$ cat src/rtl/exc_seq_if.sv
// Decoder-to-CP0 exception sequencer bundle.
// master: decoder/test side drives the strobes; slave: exc_seq drives the CP0 controls.
interface exc_seq_if #(
    parameter int CNT_W = 16
);
    logic             instr_valid;
    logic             is_syscall;
    logic             is_break;
    logic             is_teq;
    logic             is_eret;
    logic             is_mtc0;
    logic             teq_eq;
    logic [31:0]      pc_in;
    logic [31:0]      status_in;
    logic             cp0_mtc0;
    logic             cp0_eret;
    logic             cp0_exc;
    logic [3:0]       cp0_cause;
    logic [31:0]      cp0_pc;
    logic             pc_sel;
    logic             stall;
    logic [1:0]       depth;
    logic [CNT_W-1:0] exc_cnt;
    logic             ovf_flag;
    logic             unf_flag;

    modport master (
        output instr_valid, is_syscall, is_break, is_teq,
        output is_eret, is_mtc0, teq_eq, pc_in, status_in,
        input  cp0_mtc0, cp0_eret, cp0_exc, cp0_cause, cp0_pc,
        input  pc_sel, stall, depth, exc_cnt, ovf_flag, unf_flag
    );

    modport slave (
        input  instr_valid, is_syscall, is_break, is_teq,
        input  is_eret, is_mtc0, teq_eq, pc_in, status_in,
        output cp0_mtc0, cp0_eret, cp0_exc, cp0_cause, cp0_pc,
        output pc_sel, stall, depth, exc_cnt, ovf_flag, unf_flag
    );
endinterface

$ cat src/rtl/exc_seq.sv
// Exception sequencer: qualifies decoder traps/eret/mtc0 and sequences CP0 strobes.
// Ports: clk, rst (async, active-low), bus (exc_seq_if.slave: decoder in, CP0/PC/stall out).
module exc_seq #(
    parameter int MAX_DEPTH = 3,
    parameter int CNT_W     = 16
) (
    input logic      clk,
    input logic      rst,
    exc_seq_if.slave bus
);
    typedef enum logic [1:0] {
        IDLE,
        ENTER,
        REDIRECT,
        RETURN
    } state_t;

    localparam logic [3:0] C_SYS = 4'b1000;
    localparam logic [3:0] C_BRK = 4'b1001;
    localparam logic [3:0] C_TEQ = 4'b1101;
    localparam logic [1:0] MAXD  = 2'(MAX_DEPTH);

    state_t           state_q;
    state_t           state_d;
    logic [1:0]       depth_q;
    logic [CNT_W-1:0] cnt_q;
    logic             ovf_q;
    logic             unf_q;
    logic [3:0]       cause_q;
    logic [3:0]       cause_d;
    logic [31:0]      pc_q;

    logic sel_sys, sel_brk, sel_teq, sel_eret, sel_mtc0;
    logic q_sys, q_brk, q_teq, trap, room;
    logic take, drop, do_eret;
    logic mtc0_c, exc_c, eret_c, psel_c, stall_c;

    wire [31:0] st = bus.status_in;
    wire        iv = bus.instr_valid;

    // Strict priority: a higher strobe masks all lower ones,
    // even when that higher trap turns out unqualified.
    assign sel_sys  = iv & bus.is_syscall;
    assign sel_brk  = iv & bus.is_break & ~bus.is_syscall;
    assign sel_teq  = iv & bus.is_teq & ~bus.is_syscall
                    & ~bus.is_break;
    assign sel_eret = iv & bus.is_eret & ~bus.is_syscall
                    & ~bus.is_break & ~bus.is_teq;
    assign sel_mtc0 = iv & bus.is_mtc0 & ~bus.is_syscall
                    & ~bus.is_break & ~bus.is_teq & ~bus.is_eret;

    assign q_sys = sel_sys & st[0] & st[1];
    assign q_brk = sel_brk & st[0] & st[2];
    assign q_teq = sel_teq & bus.teq_eq & st[0] & st[3];
    assign trap  = q_sys | q_brk | q_teq;
    assign room  = depth_q < MAXD;

    always_comb begin
        state_d = state_q;
        cause_d = C_SYS;
        take    = 1'b0;
        drop    = 1'b0;
        do_eret = 1'b0;
        mtc0_c  = 1'b0;
        exc_c   = 1'b0;
        eret_c  = 1'b0;
        psel_c  = 1'b0;
        stall_c = 1'b0;
        if (q_brk) cause_d = C_BRK;
        if (q_teq) cause_d = C_TEQ;
        unique case (state_q)
            IDLE: begin
                mtc0_c = sel_mtc0;
                if (trap && room) begin
                    take    = 1'b1;
                    stall_c = 1'b1;
                    state_d = ENTER;
                end else if (trap) begin
                    drop = 1'b1;
                end else if (sel_eret) begin
                    do_eret = 1'b1;
                    stall_c = 1'b1;
                    state_d = RETURN;
                end
            end
            ENTER: begin
                exc_c   = 1'b1;
                stall_c = 1'b1;
                state_d = REDIRECT;
            end
            REDIRECT: begin
                psel_c  = 1'b1;
                stall_c = 1'b1;
                state_d = IDLE;
            end
            RETURN: begin
                eret_c  = 1'b1;
                psel_c  = 1'b1;
                stall_c = 1'b1;
                state_d = IDLE;
            end
        endcase
    end

    always_ff @(posedge clk or negedge rst) begin
        if (!rst) begin
            state_q <= IDLE;
            depth_q <= '0;
            cnt_q   <= '0;
            ovf_q   <= 1'b0;
            unf_q   <= 1'b0;
            cause_q <= '0;
            pc_q    <= '0;
        end else begin
            state_q <= state_d;
            if (take) begin
                cause_q <= cause_d;
                pc_q    <= bus.pc_in;
                depth_q <= depth_q + 2'd1;
                if (~&cnt_q) cnt_q <= cnt_q + 1'b1;
            end
            if (drop) ovf_q <= 1'b1;
            if (do_eret) begin
                if (depth_q != '0) depth_q <= depth_q - 2'd1;
                else               unf_q   <= 1'b1;
            end
        end
    end

    // Combinational outputs are forced low while reset is held.
    assign bus.cp0_mtc0  = rst & mtc0_c;
    assign bus.cp0_exc   = rst & exc_c;
    assign bus.cp0_eret  = rst & eret_c;
    assign bus.pc_sel    = rst & psel_c;
    assign bus.stall     = rst & stall_c;
    assign bus.cp0_cause = cause_q;
    assign bus.cp0_pc    = pc_q;
    assign bus.depth     = depth_q;
    assign bus.exc_cnt   = cnt_q;
    assign bus.ovf_flag  = ovf_q;
    assign bus.unf_flag  = unf_q;
endmodule

$ cat src/flat_wrapper.sv
// flat-port wrapper written by rule: the top's interface ports become plain ports
module exc_seq_flat 
#(
    parameter int MAX_DEPTH = 3,
    parameter int CNT_W     = 16
)
  (clk, rst, bus_instr_valid, bus_is_syscall, bus_is_break, bus_is_teq, bus_is_eret, bus_is_mtc0, bus_teq_eq, bus_pc_in, bus_status_in, bus_cp0_mtc0, bus_cp0_eret, bus_cp0_exc, bus_cp0_cause, bus_cp0_pc, bus_pc_sel, bus_stall, bus_depth, bus_exc_cnt, bus_ovf_flag, bus_unf_flag);
  exc_seq_if #(.CNT_W(CNT_W)) bus_i ();
  input logic clk;
  input logic rst;
  input wire logic [$bits(bus_i.instr_valid)-1:0] bus_instr_valid;
  input wire logic [$bits(bus_i.is_syscall)-1:0] bus_is_syscall;
  input wire logic [$bits(bus_i.is_break)-1:0] bus_is_break;
  input wire logic [$bits(bus_i.is_teq)-1:0] bus_is_teq;
  input wire logic [$bits(bus_i.is_eret)-1:0] bus_is_eret;
  input wire logic [$bits(bus_i.is_mtc0)-1:0] bus_is_mtc0;
  input wire logic [$bits(bus_i.teq_eq)-1:0] bus_teq_eq;
  input wire logic [$bits(bus_i.pc_in)-1:0] bus_pc_in;
  input wire logic [$bits(bus_i.status_in)-1:0] bus_status_in;
  output wire logic [$bits(bus_i.cp0_mtc0)-1:0] bus_cp0_mtc0;
  output wire logic [$bits(bus_i.cp0_eret)-1:0] bus_cp0_eret;
  output wire logic [$bits(bus_i.cp0_exc)-1:0] bus_cp0_exc;
  output wire logic [$bits(bus_i.cp0_cause)-1:0] bus_cp0_cause;
  output wire logic [$bits(bus_i.cp0_pc)-1:0] bus_cp0_pc;
  output wire logic [$bits(bus_i.pc_sel)-1:0] bus_pc_sel;
  output wire logic [$bits(bus_i.stall)-1:0] bus_stall;
  output wire logic [$bits(bus_i.depth)-1:0] bus_depth;
  output wire logic [$bits(bus_i.exc_cnt)-1:0] bus_exc_cnt;
  output wire logic [$bits(bus_i.ovf_flag)-1:0] bus_ovf_flag;
  output wire logic [$bits(bus_i.unf_flag)-1:0] bus_unf_flag;
  assign bus_i.instr_valid = bus_instr_valid;
  assign bus_i.is_syscall = bus_is_syscall;
  assign bus_i.is_break = bus_is_break;
  assign bus_i.is_teq = bus_is_teq;
  assign bus_i.is_eret = bus_is_eret;
  assign bus_i.is_mtc0 = bus_is_mtc0;
  assign bus_i.teq_eq = bus_teq_eq;
  assign bus_i.pc_in = bus_pc_in;
  assign bus_i.status_in = bus_status_in;
  assign bus_cp0_mtc0 = bus_i.cp0_mtc0;
  assign bus_cp0_eret = bus_i.cp0_eret;
  assign bus_cp0_exc = bus_i.cp0_exc;
  assign bus_cp0_cause = bus_i.cp0_cause;
  assign bus_cp0_pc = bus_i.cp0_pc;
  assign bus_pc_sel = bus_i.pc_sel;
  assign bus_stall = bus_i.stall;
  assign bus_depth = bus_i.depth;
  assign bus_exc_cnt = bus_i.exc_cnt;
  assign bus_ovf_flag = bus_i.ovf_flag;
  assign bus_unf_flag = bus_i.unf_flag;
  exc_seq #(.MAX_DEPTH(MAX_DEPTH), .CNT_W(CNT_W)) u_core (.clk(clk), .rst(rst), .bus(bus_i));
endmodule
$ cat config.mk
export PLATFORM = sky130hd
export DESIGN_NAME = exc_seq_flat
export DESIGN_NICKNAME = d
export VERILOG_FILES = /design/src/rtl/exc_seq_if.sv /design/src/rtl/exc_seq.sv /design/src/flat_wrapper.sv
export SDC_FILE = /design/constraint.sdc
export NUM_CORES = 1
export LEC_CHECK = 0
export CORE_MARGIN = 4
export CORE_UTILIZATION = 39
export CTS_CLUSTER_SIZE = 14
export DETAILED_ROUTE_END_ITERATION = 7
export PLACE_DENSITY_LB_ADDON = 0.1
export SLEW_MARGIN = 20
export SYNTH_ARGS = -nofsm -noshare
export SYNTH_HDL_FRONTEND = slang
export SYNTH_SLANG_ARGS = --single-unit
$ cat constraint.sdc
create_clock -name clk -period 2.9 [get_ports clk]
set_clock_uncertainty 0.15 [all_clocks]
set_input_delay 0.87 -clock clk [delete_from_list [all_inputs] [get_ports clk]]
set_output_delay 0.87 -clock clk [all_outputs]
set_load 0.02 [all_outputs]
[Word-level counts from Yosys, hierarchy flattened]
Cells that the tools add are included.
Storage, ports and cells
  input port bits: 73
  logic and storage cells: 84
  flip-flop bits (word level): 58
  output and inout port bits: 61
Operators by class
  bitwise operators: 35
  add/sub/neg operators: 3
  reduce and logical (&&, ||, !) cells: 9
  eq/ne operators: 5
  mux-type cells: 24
  $lt $le $gt $ge: 1
Operators with widths (number)
  AND 1 bit: 27
  adder 16 x 1 -> 16 bit (second input constant): 1
  AND reduction 16 bit: 1
  2-to-1 mux 1 bit: 15
  2-to-1 mux 2 bit: 6
  inverter 1 bit: 6
  one-hot mux 2 bit (3 select lines): 1
  AND reduction 2 bit: 3
  equality test 2 bit (second input constant): 2
  2-to-1 mux 4 bit: 1
  != test 3 x 1 -> 1 bit (second input constant): 1
  != test 3 bit (second input constant): 1
  OR reduction 3 bit: 1
  adder 2 x 1 -> 2 bit (second input constant): 1
  equality test 2 x 1 -> 1 bit (second input constant): 1
  zero test 2 bit: 1
  < comparator 2 bit (second input constant): 1
  bitwise OR 1 bit: 2
  one-hot mux 1 bit (2 select lines): 1
  nonzero test 2 bit: 1
  OR reduction 2 bit: 1
  subtractor 2 x 1 -> 2 bit (second input constant): 1
  logical AND 1 bit: 1

[Logic depth before layout (Yosys ltp)]
Gate-level depths: netlist of the first run.
  depth after elaboration: 13
  depth in mapped cells: 7
  gate-level depth less buffers: 5

[Worst setup path before layout of the first run]
Ideal clock, no wire load.
  path type: in2out
  start: in bus_is_teq
  end: out bus_stall
  data required time: 1.880 ns
  stages: 4
  path buffers: 0
  path slack: -0.051 ns
  data arrival time: 1.931 ns
  path through: nor4b_1 -> nand2_1 -> o311ai_0 -> and2_1
On the way
  longest elaborated chain between the ends: 11
  elaborated cells on any way between the ends: 15
  classes of those cells: mux (4); bitwise (10); reduce/logical (1)
RTL lines
  from (decl): line flat_wrapper.sv:14  | input wire logic [$bits(bus_i.is_teq)-1:0] bus_is_teq;
  AND 1 bit (2 in a row): line exc_seq.sv:45  | assign sel_teq = iv & bus.is_teq & ~bus.is_syscall
  AND 1 bit: line exc_seq.sv:46  | & ~bus.is_break;
  AND 1 bit (3 in a row): line exc_seq.sv:54  | assign q_teq = sel_teq & bus.teq_eq & st[0] & st[3];
  bitwise OR 1 bit: line exc_seq.sv:55  | assign trap = q_sys | q_brk | q_teq;
  2-to-1 mux 1 bit or logical AND 1 bit (tied branches): line exc_seq.sv:78, exc_seq.sv:74
  2-to-1 mux 1 bit (*): line exc_seq.sv:74  | if (trap && room) begin
  one-hot mux 1 bit (2 select lines) (*): line exc_seq.sv:71  | unique case (state_q)
  AND 1 bit (*): line exc_seq.sv:135  | assign bus.stall = rst & stall_c;
  to (decl): line flat_wrapper.sv:26  | output wire logic [$bits(bus_i.stall)-1:0] bus_stall;
Mark *: on every way between the ends. The rest lies on a longest branch, timed or not.

[Worst setup path in the final report of the first run]
  start: in bus_is_break
  end: out bus_stall
On the way
  longest elaborated chain between the ends: 10
  elaborated cells on any way between the ends: 19
  classes of those cells: mux (4); bitwise (14); reduce/logical (1)
RTL lines
  from (decl): line flat_wrapper.sv:13  | input wire logic [$bits(bus_i.is_break)-1:0] bus_is_break;
  AND 1 bit or inverter 1 bit (tied branches): line exc_seq.sv:44, exc_seq.sv:46, exc_seq.sv:48
  AND 1 bit, on equally long branches: line exc_seq.sv:44, exc_seq.sv:46
  AND 1 bit, on equally long branches (2 in a row): line exc_seq.sv:53, exc_seq.sv:54
  bitwise OR 1 bit or AND 1 bit (tied branches): line exc_seq.sv:55, exc_seq.sv:54
  bitwise OR 1 bit: line exc_seq.sv:55
  2-to-1 mux 1 bit or logical AND 1 bit (tied branches): line exc_seq.sv:78, exc_seq.sv:74
  2-to-1 mux 1 bit (*): line exc_seq.sv:74
  one-hot mux 1 bit (2 select lines) (*): line exc_seq.sv:71
  AND 1 bit (*): line exc_seq.sv:135
Marks and branches as above.

==> results of run 1 <==
## per-stage QoR
| stage | hold slack [ns] | TNS (ns) | std cells | utilization |
|---|---|---|---|---|
| CTS | 0.3296 | 0 | 407 | 0.6336 |
| floorplan | 0.3139 | 0 | 195 | - |
| global placement | 0.3006 | -1.995 | 387 | 0.5975 |
| detailed placement | 0.3144 | -1.941 | 387 | 0.5975 |
| global route | 0.3475 | -0.06307 | 409 | 0.6375 |
| finish | 0.3239 | 0 | 409 | 0.6375 |
## registers in the layout, summed over array words and instances, names as in the netlist, named ones only
| signal | cells |
|---|---|
| u_core.bus.exc_cnt | 16 |
| u_core.bus.unf_flag | 1 |
| u_core.bus.cp0_cause | 3 |
| u_core.bus.cp0_pc | 32 |
| u_core.bus.depth | 1 |
| u_core.bus.ovf_flag | 1 |
| u_core.state_q | 2 |
## worst max path at each step
stage	startpoint	endpoint	slack (ns)
3_3_place_gp	bus_is_break	bus_stall	-0.87
6_report	bus_is_break	bus_stall	0.02
5_1_grt	bus_is_break	bus_stall	-0.03
4_1_cts	bus_is_teq	bus_stall	0.006
3_5_place_dp	bus_is_break	bus_stall	-0.89
2_1_floorplan	bus_is_break	bus_stall	0.12
## kinds of logic after synthesis
kind of cell / after synthesis / share of synthesized area
compound gates: 20 / 0.06459
xor+xnor: 16 / 0.05564
fa+ha+maj: 3 / 0.01490
buf+inv: 11 / 0.02434
flops: 57 / 0.5663
mux: 33 / 0.1475
other cells: 1 / 0.001489
simple gates: 54 / 0.1252
## worst reg2reg max path: cells and delay by family (launching register included)
family,cells,cell delay (ns)
adder cells (fa/ha/maj),1,0.21
flip-flops,1,0.43
AND/OR/NAND/NOR,2,0.76
multiplexers,1,0.33
AO/OA/AOI/OAI,1,0.23
## power by group through the flow
stage | Clock, µW | Sequential [µW] | Combinational (µW)
floorplan | 0 | 1610 | 354
global placement | 0 | 1250 | 1480
detailed placement | 0 | 1270 | 1490
CTS | 757 | 1260 | 1500
global route | 800 | 1300 | 1570
finish | 733 | 1250 | 1480
## final cells by class
cell class | count | area (µm²)
Multi-Input combinational cell | 127 | 1070
Clock inverter | 5 | 55.05
Timing Repair Buffer | 128 | 1221
Inverter | 4 | 15.01
Sequential cell | 57 | 1426
Clock buffer | 11 | 141.4
Tap cell | 77 | 96.34
Fill cell | 516 | 2288
## what timing repair did
| item | 4_1_cts | 5_1_grt |
|---|---|---|
| pin swaps | 7 | 7 |
| endpoints found under the setup margin | 2 | 3 |
| buffers inserted | 4 | 2 |
| hold buffers | 0 | 0 |
| resized for setup | 33 | 15 |
## layer usage
layer  up-vias  track usage
met4         0      0.06319
met5         -            0
li1        975            -
met2        71       0.2644
met1       993       0.2083
met3         6      0.07076
## placed cells by master (no fill, tap or decap), types with 2 or more instances in the layout
cell                               n
sky130_fd_sc_hd__clkbuf_2          3
sky130_fd_sc_hd__nor2_1            7
sky130_fd_sc_hd__mux2_2           32
sky130_fd_sc_hd__nor3_1            4
sky130_fd_sc_hd__nand4_1           6
sky130_fd_sc_hd__inv_1             4
sky130_fd_sc_hd__dlygate4sd2_1     3
sky130_fd_sc_hd__clkinv_2          2
sky130_fd_sc_hd__o21ai_0           2
sky130_fd_sc_hd__clkbuf_8         10
sky130_fd_sc_hd__nand3_1           9
sky130_fd_sc_hd__o211ai_1          6
sky130_fd_sc_hd__and3_1            5
sky130_fd_sc_hd__ha_1              3
sky130_fd_sc_hd__buf_12            2
sky130_fd_sc_hd__buf_4            24
sky130_fd_sc_hd__a21oi_1           2
sky130_fd_sc_hd__nand2_1           8
sky130_fd_sc_hd__dfrtp_1          57
sky130_fd_sc_hd__o2111ai_1         2
sky130_fd_sc_hd__xor2_1            2
sky130_fd_sc_hd__clkdlybuf4s50_1  91
sky130_fd_sc_hd__buf_2             2
sky130_fd_sc_hd__and2_1            2
sky130_fd_sc_hd__clkinvlp_4        2
sky130_fd_sc_hd__xnor2_1          14
==> impl_metrics.env, run 1 <==
export IMPL_outcome="completed"
export IMPL_synthDistinctLibCells=41
export IMPL_grt_max_degree=34
export IMPL_min_delay_path_depth=1
export IMPL_rsz0062_at_grt="true"
export IMPL_num_rows=29
export IMPL_critical_path_startpoint_type="input pin"
export IMPL_wl_mm=6.232
export IMPL_seqPwrFrac=0.361
export IMPL_synth_area_um2=2519
export IMPL_timing_reg2reg_setup_slack_ns=0.66
export IMPL_cts_num_sinks=57
export IMPL_grt_pass1_vias=2005
export IMPL_critical_path_slowest_cell="sky130_fd_sc_hd__and4b_2"
export IMPL_num_nets_final=403
export IMPL_top_achievable_clock_speed_ghz=0.3475
export IMPL_drc_errors=0
export IMPL_routed_via_count=2045
export IMPL_post_place_ws_ns=-0.8915
export IMPL_floorplan_io_pins=134
export IMPL_timing_worst_setup_path_type="input pin to output port"
export IMPL_ys_warnings_count=0
export IMPL_path_delay_family="simple AND/OR/NAND/NOR gates"
export IMPL_worst_path_largest_cell_delay_ns=0.31
export IMPL_synth_most_common_cell="sky130_fd_sc_hd__dfrtp_1"
export IMPL_final_antenna_net_count=0
export IMPL_top_layer="met4"
export IMPL_grt_total_usage=0.1686
export IMPL_finalMaxSlewViolations=0
export IMPL_insertedDiodeCount=0
export IMPL_buffer_ports_inserted=104
export IMPL_required_ns=1.88
export IMPL_timing_critical_path_depth=6
export IMPL_initial_antenna_violation_count=0
export IMPL_drive_gt1_frac=0.2801
export IMPL_die_w_um=88.36
export IMPL_switching_power_uw=1164
export IMPL_whs_endpoint="u_core.bus.unf_flag$_DFFE_PN0P_"
export IMPL_post_synthesis_net_count=271
export IMPL_die_area_um2=7807
export IMPL_setup_worst_path_end_class="output port"
export IMPL_power_share_clock=0.212
export IMPL_finalSetupViolCount=0
export IMPL_detailedPlacementHpwl_mm=4.528
export IMPL_finalHoldViolCount=0
export IMPL_p_leak_uw=0.001720
export IMPL_drt_wirelength_per_cell_um=15.24
export IMPL_grt_overflow_total=0
export IMPL_post_synth_edffs=0
export IMPL_globalplace_congestion=0.8098
export IMPL_final_min_clock_period_ns=2.878
export IMPL_rr_endpoint="u_core.bus.exc_cnt[1]$_DFFE_PN0P_"
export IMPL_met3_wire_length_um=612
export IMPL_post_drt_via_cell_ratio=5.000
export IMPL_post_synth_inst_count=195
export IMPL_critPathMaxFanout=4
export IMPL_core_area_um2=6314
export IMPL_worst_min_delay_path_startpoint="u_core.bus.unf_flag$_DFFE_PN0P_"
export IMPL_wl_met1_mm=2.584
export IMPL_worstReg2RegStart="u_core.bus.exc_cnt[0]$_DFFE_PN0P_"
export IMPL_clock_tree_buffer_depth=2
export IMPL_most_instantiated_cells_after_synthesis="57 x sky130_fd_sc_hd__dfrtp_1, 32 x sky130_fd_sc_hd__mux2_2, 14 x sky130_fd_sc_hd__xnor2_1, 10 x sky130_fd_sc_hd__nand3_1"
export IMPL_floorplan_initialDensity=0.3989
export IMPL_first_iter_violations=59
export IMPL_timing_critical_path_cells="buf_8 -> and4b_2 -> nor2_4 -> o311ai_2 -> and2_1 -> buf_6"
export IMPL_r2r_cells=5
export IMPL_syn_avg_cell_area_um2=12.92
export IMPL_yosysTopAreaCell="sky130_fd_sc_hd__dfrtp_1"
export IMPL_synthArstFlopShare=1.000
export IMPL_period_utilization=0.9923
export IMPL_detailedRoute_firstPassIterationCount=4
export IMPL_max_vdd_ir_drop_uv=531.4
export IMPL_grt_pass1_wl_mm=9.839
export IMPL_tritoncts="built"
export IMPL_internal_power_uw=2299
export IMPL_design_power_total_uw=3463
export IMPL_cts_buffers=9
export IMPL_drv_cap=0
export IMPL_die_height_um=88.36
export IMPL_final_setup_worst_slack_ns=0.02221
export IMPL_timing_hold_worst_class="flop to flop"
export IMPL_timing_critical_path_buf_inv=2
export IMPL_power_share_combinational=0.427
export IMPL_h_tree_depth=3
export IMPL_synth_yosys_seq_area_share=0.5663
export IMPL_yosys_most_used_dff="sky130_fd_sc_hd__dfrtp_1"
export IMPL_synthDominantCellAreaShare=0.5663
export IMPL_yosys_register_bits=57
export IMPL_clkLatencyLatePin_ns=0.33
export IMPL_cts_clk_slew_worst_paths_ns=0.07
export IMPL_routed_met2_length_mm=2.975
export IMPL_postLayoutCellArea_um2=4025
export IMPL_worst_path_arrival_time_ns=1.86
export IMPL_post_dp_cell_area_um2=3772
export IMPL_master_cell_of_the_clock_root_buffer="sky130_fd_sc_hd__clkbuf_8"
export IMPL_power_density_nw_per_um2=860.4
export IMPL_synth_area_leaders="sky130_fd_sc_hd__dfrtp_1 57%, sky130_fd_sc_hd__mux2_2 14%, sky130_fd_sc_hd__xnor2_1 4.9%"
export IMPL_synthToLayoutAreaGrowth_pct=59.81
export IMPL_switching_share_of_power=0.3360
Power figures use the tool's default switching activity.
==> run 2: changes to the inputs <==
Settings changed: ABC_CLOCK_PERIOD_IN_PS set to 2900.
==> results of run 2 <==
No change in the layout: final DEF, timing and power equal those of run 1.
==> run 3: changes to the inputs <==
Settings changed: SETUP_SLACK_MARGIN set to 0.5.
==> run 3 against run 2 <==
Fmax is 1.1% higher. Routed wire length is 3.1% lower. Combinational power hardly changed. Sequential power hardly changed. First-iteration DRC count is 24% higher. Via count is 1.4% lower. Cell area hardly changed. Flip-flop and latch count stayed put. Clock-buffer cell count is 1 higher. Largest power group unchanged. Hold slack worse by 0.0029 ns. Global-route usage is 0.15 points lower.
==> impl_metrics.env, run 3 (synthesis gave the netlist of run 1 again) <==
export IMPL_outcome="completed"
export IMPL_grt_overflow_total=0
export IMPL_clkLatencyLatePin_ns=0.32
export IMPL_timing_reg2reg_setup_slack_ns=0.65
export IMPL_master_cell_of_the_clock_root_buffer="sky130_fd_sc_hd__clkbuf_8"
export IMPL_worst_path_largest_cell_delay_ns=0.31
export IMPL_critical_path_slowest_cell="sky130_fd_sc_hd__and4b_2"
export IMPL_min_delay_path_depth=1
export IMPL_timing_critical_path_cells="buf_8 -> and4b_2 -> nor2_4 -> o311ai_2 -> and2_4 -> buf_6"
export IMPL_die_area_um2=7807
export IMPL_num_nets_final=403
export IMPL_tritoncts="built"
export IMPL_whs_endpoint="u_core.bus.cp0_cause[3]$_DFFE_PN0P_"
export IMPL_globalplace_congestion=0.7819
export IMPL_insertedDiodeCount=0
export IMPL_floorplan_initialDensity=0.3989
export IMPL_drc_errors=0
export IMPL_buffer_ports_inserted=104
export IMPL_cts_buffers=9
export IMPL_critical_path_startpoint_type="input pin"
export IMPL_synthToLayoutAreaGrowth_pct=59.76
export IMPL_post_drt_via_cell_ratio=4.944
export IMPL_groute_layer_met2_usage=0.2740
export IMPL_cts_clk_slew_worst_paths_ns=0.06
export IMPL_required_ns=1.88
export IMPL_final_setup_worst_slack_ns=0.05380
export IMPL_path_delay_family="simple AND/OR/NAND/NOR gates"
export IMPL_grt_busiest_layer="met2"
export IMPL_layout_common_cells="73 x sky130_fd_sc_hd__clkdlybuf4s50_1, 57 x sky130_fd_sc_hd__dfrtp_1, 32 x sky130_fd_sc_hd__mux2_2, 23 x sky130_fd_sc_hd__buf_4, 15 x sky130_fd_sc_hd__dlygate4sd2_1"
export IMPL_cts_num_sinks=57
export IMPL_period_utilization=0.9814
export IMPL_use_met3=0.05028
export IMPL_design_power_total_uw=3433
export IMPL_post_place_ws_ns=-0.8800
export IMPL_initial_antenna_violation_count=0
export IMPL_clock_tree_buffer_depth=2
export IMPL_finalHoldViolCount=0
export IMPL_max_vdd_ir_drop_uv=554.0
export IMPL_grt_max_degree=34
export IMPL_worst_path_arrival_time_ns=1.83
export IMPL_grt_pass1_vias=2134
export IMPL_grt_util_met1=0.2019
export IMPL_grt_pass1_wl_mm=9.956
export IMPL_critPathMaxFanout=3
export IMPL_final_min_clock_period_ns=2.846
export IMPL_worstReg2RegStart="u_core.bus.exc_cnt[0]$_DFFE_PN0P_"
export IMPL_drive_gt1_frac=0.2961
export IMPL_die_w_um=88.36
export IMPL_commonest_non_fill_non_tap_cell_in_the_layout="sky130_fd_sc_hd__clkdlybuf4s50_1"
export IMPL_detailedPlacementHpwl_mm=4.584
export IMPL_rr_endpoint="u_core.bus.exc_cnt[1]$_DFFE_PN0P_"
export IMPL_first_iter_violations=73
export IMPL_finalSetupViolCount=0
export IMPL_floorplan_io_pins=134
export IMPL_die_height_um=88.36
export IMPL_routed_via_count=2017
export IMPL_worst_min_delay_path_startpoint="u_core.bus.cp0_cause[3]$_DFFE_PN0P_"
export IMPL_finalMaxSlewViolations=0
export IMPL_power_density_nw_per_um2=853.3
export IMPL_grt_total_usage=0.1671
export IMPL_timing_worst_setup_path_type="input pin to output port"
export IMPL_timing_critical_path_buf_inv=2
export IMPL_largest_register_ffs=32
export IMPL_drt_wirelength_per_cell_um=14.80
export IMPL_n_fill_cell=531
export IMPL_timing_hold_worst_class="flop to flop"
export IMPL_r2r_cells=5
export IMPL_h_tree_depth=3
export IMPL_final_antenna_net_count=0
export IMPL_core_area_um2=6314
export IMPL_setup_worst_path_end_class="output port"
export IMPL_rsz0062_at_grt="true"
export IMPL_detailedRoute_firstPassIterationCount=4
export IMPL_wl_mm=6.039
export IMPL_p_leak_uw=0.001833
export IMPL_hold_slack_ns=0.3210
export IMPL_num_rows=29
export IMPL_drv_cap=0
export IMPL_top_achievable_clock_speed_ghz=0.3513
## run 3: cell types whose count changed in the layout (fill, tap and decap cells not counted), moves of 2 or more
cell                              change
sky130_fd_sc_hd__buf_6                +2
sky130_fd_sc_hd__clkbuf_2             -3
sky130_fd_sc_hd__dlymetal6s2s_1       +3
sky130_fd_sc_hd__buf_2                +5
sky130_fd_sc_hd__dlygate4sd2_1       +12
sky130_fd_sc_hd__clkinvlp_4           -2
sky130_fd_sc_hd__clkdlybuf4s50_1     -18
## run 3: layer usage
layer,wire (µm),part of all wire,vias to the layer above
met5,0,0,-
met4,86,0.014,0
met3,534,0.088,8
met2,2925,0.48,67
met1,2492,0.41,971
li1,-,-,971
## run 3: through the flow
step                setup TNS (ns)  cells  cell area [µm²]    util
global placement            -3.377    388             3801  0.6021
detailed placement          -4.252    388             3801  0.6021
CTS                              0    407             4001  0.6338
global route                     0    408             4024  0.6373
finish                           0    408             4024  0.6373
floorplan                        0    195             2546       -
## run 3: worst max-delay path by stage
stage	slack (ns)	cells past startpoint	endpoint	from
3_5_place_dp	-0.88	6	bus_stall	bus_is_break
5_1_grt	0.02	6	bus_cp0_mtc0	bus_is_break
3_3_place_gp	-0.84	6	bus_stall	bus_is_break
6_report	0.05	6	bus_stall	bus_is_break
4_1_cts	0.02	6	bus_stall	bus_is_break
2_1_floorplan	0.24	4	bus_stall	bus_is_break
## run 3: repair_timing
item                       CTS  global route
pin swaps                    9             6
hold buffers                 0             0
setup buffers                4             1
resized for setup           69             6
setup endpoints to repair   68             6
## run 3: layout make-up
cell class / instances / area [µm²] / area share
Sequential cell: 57 / 1426 / 0.3545
Inverter: 4 / 15.01 / 0.003731
Clock buffer: 12 / 155.1 / 0.03856
Tap cell: 77 / 96.34 / 0.02394
Multi-Input combinational cell: 127 / 1082 / 0.2690
Timing Repair Buffer: 128 / 1209 / 0.3004
Clock inverter: 3 / 40.04 / 0.009950
## run 3: where the power goes
part           internal, µW  switching [µW]  leakage, µW  total [µW]
clock                   436             288     0.000102         724
combinational           781             680      0.00102        1460
sequential             1080             165     0.000711        1250
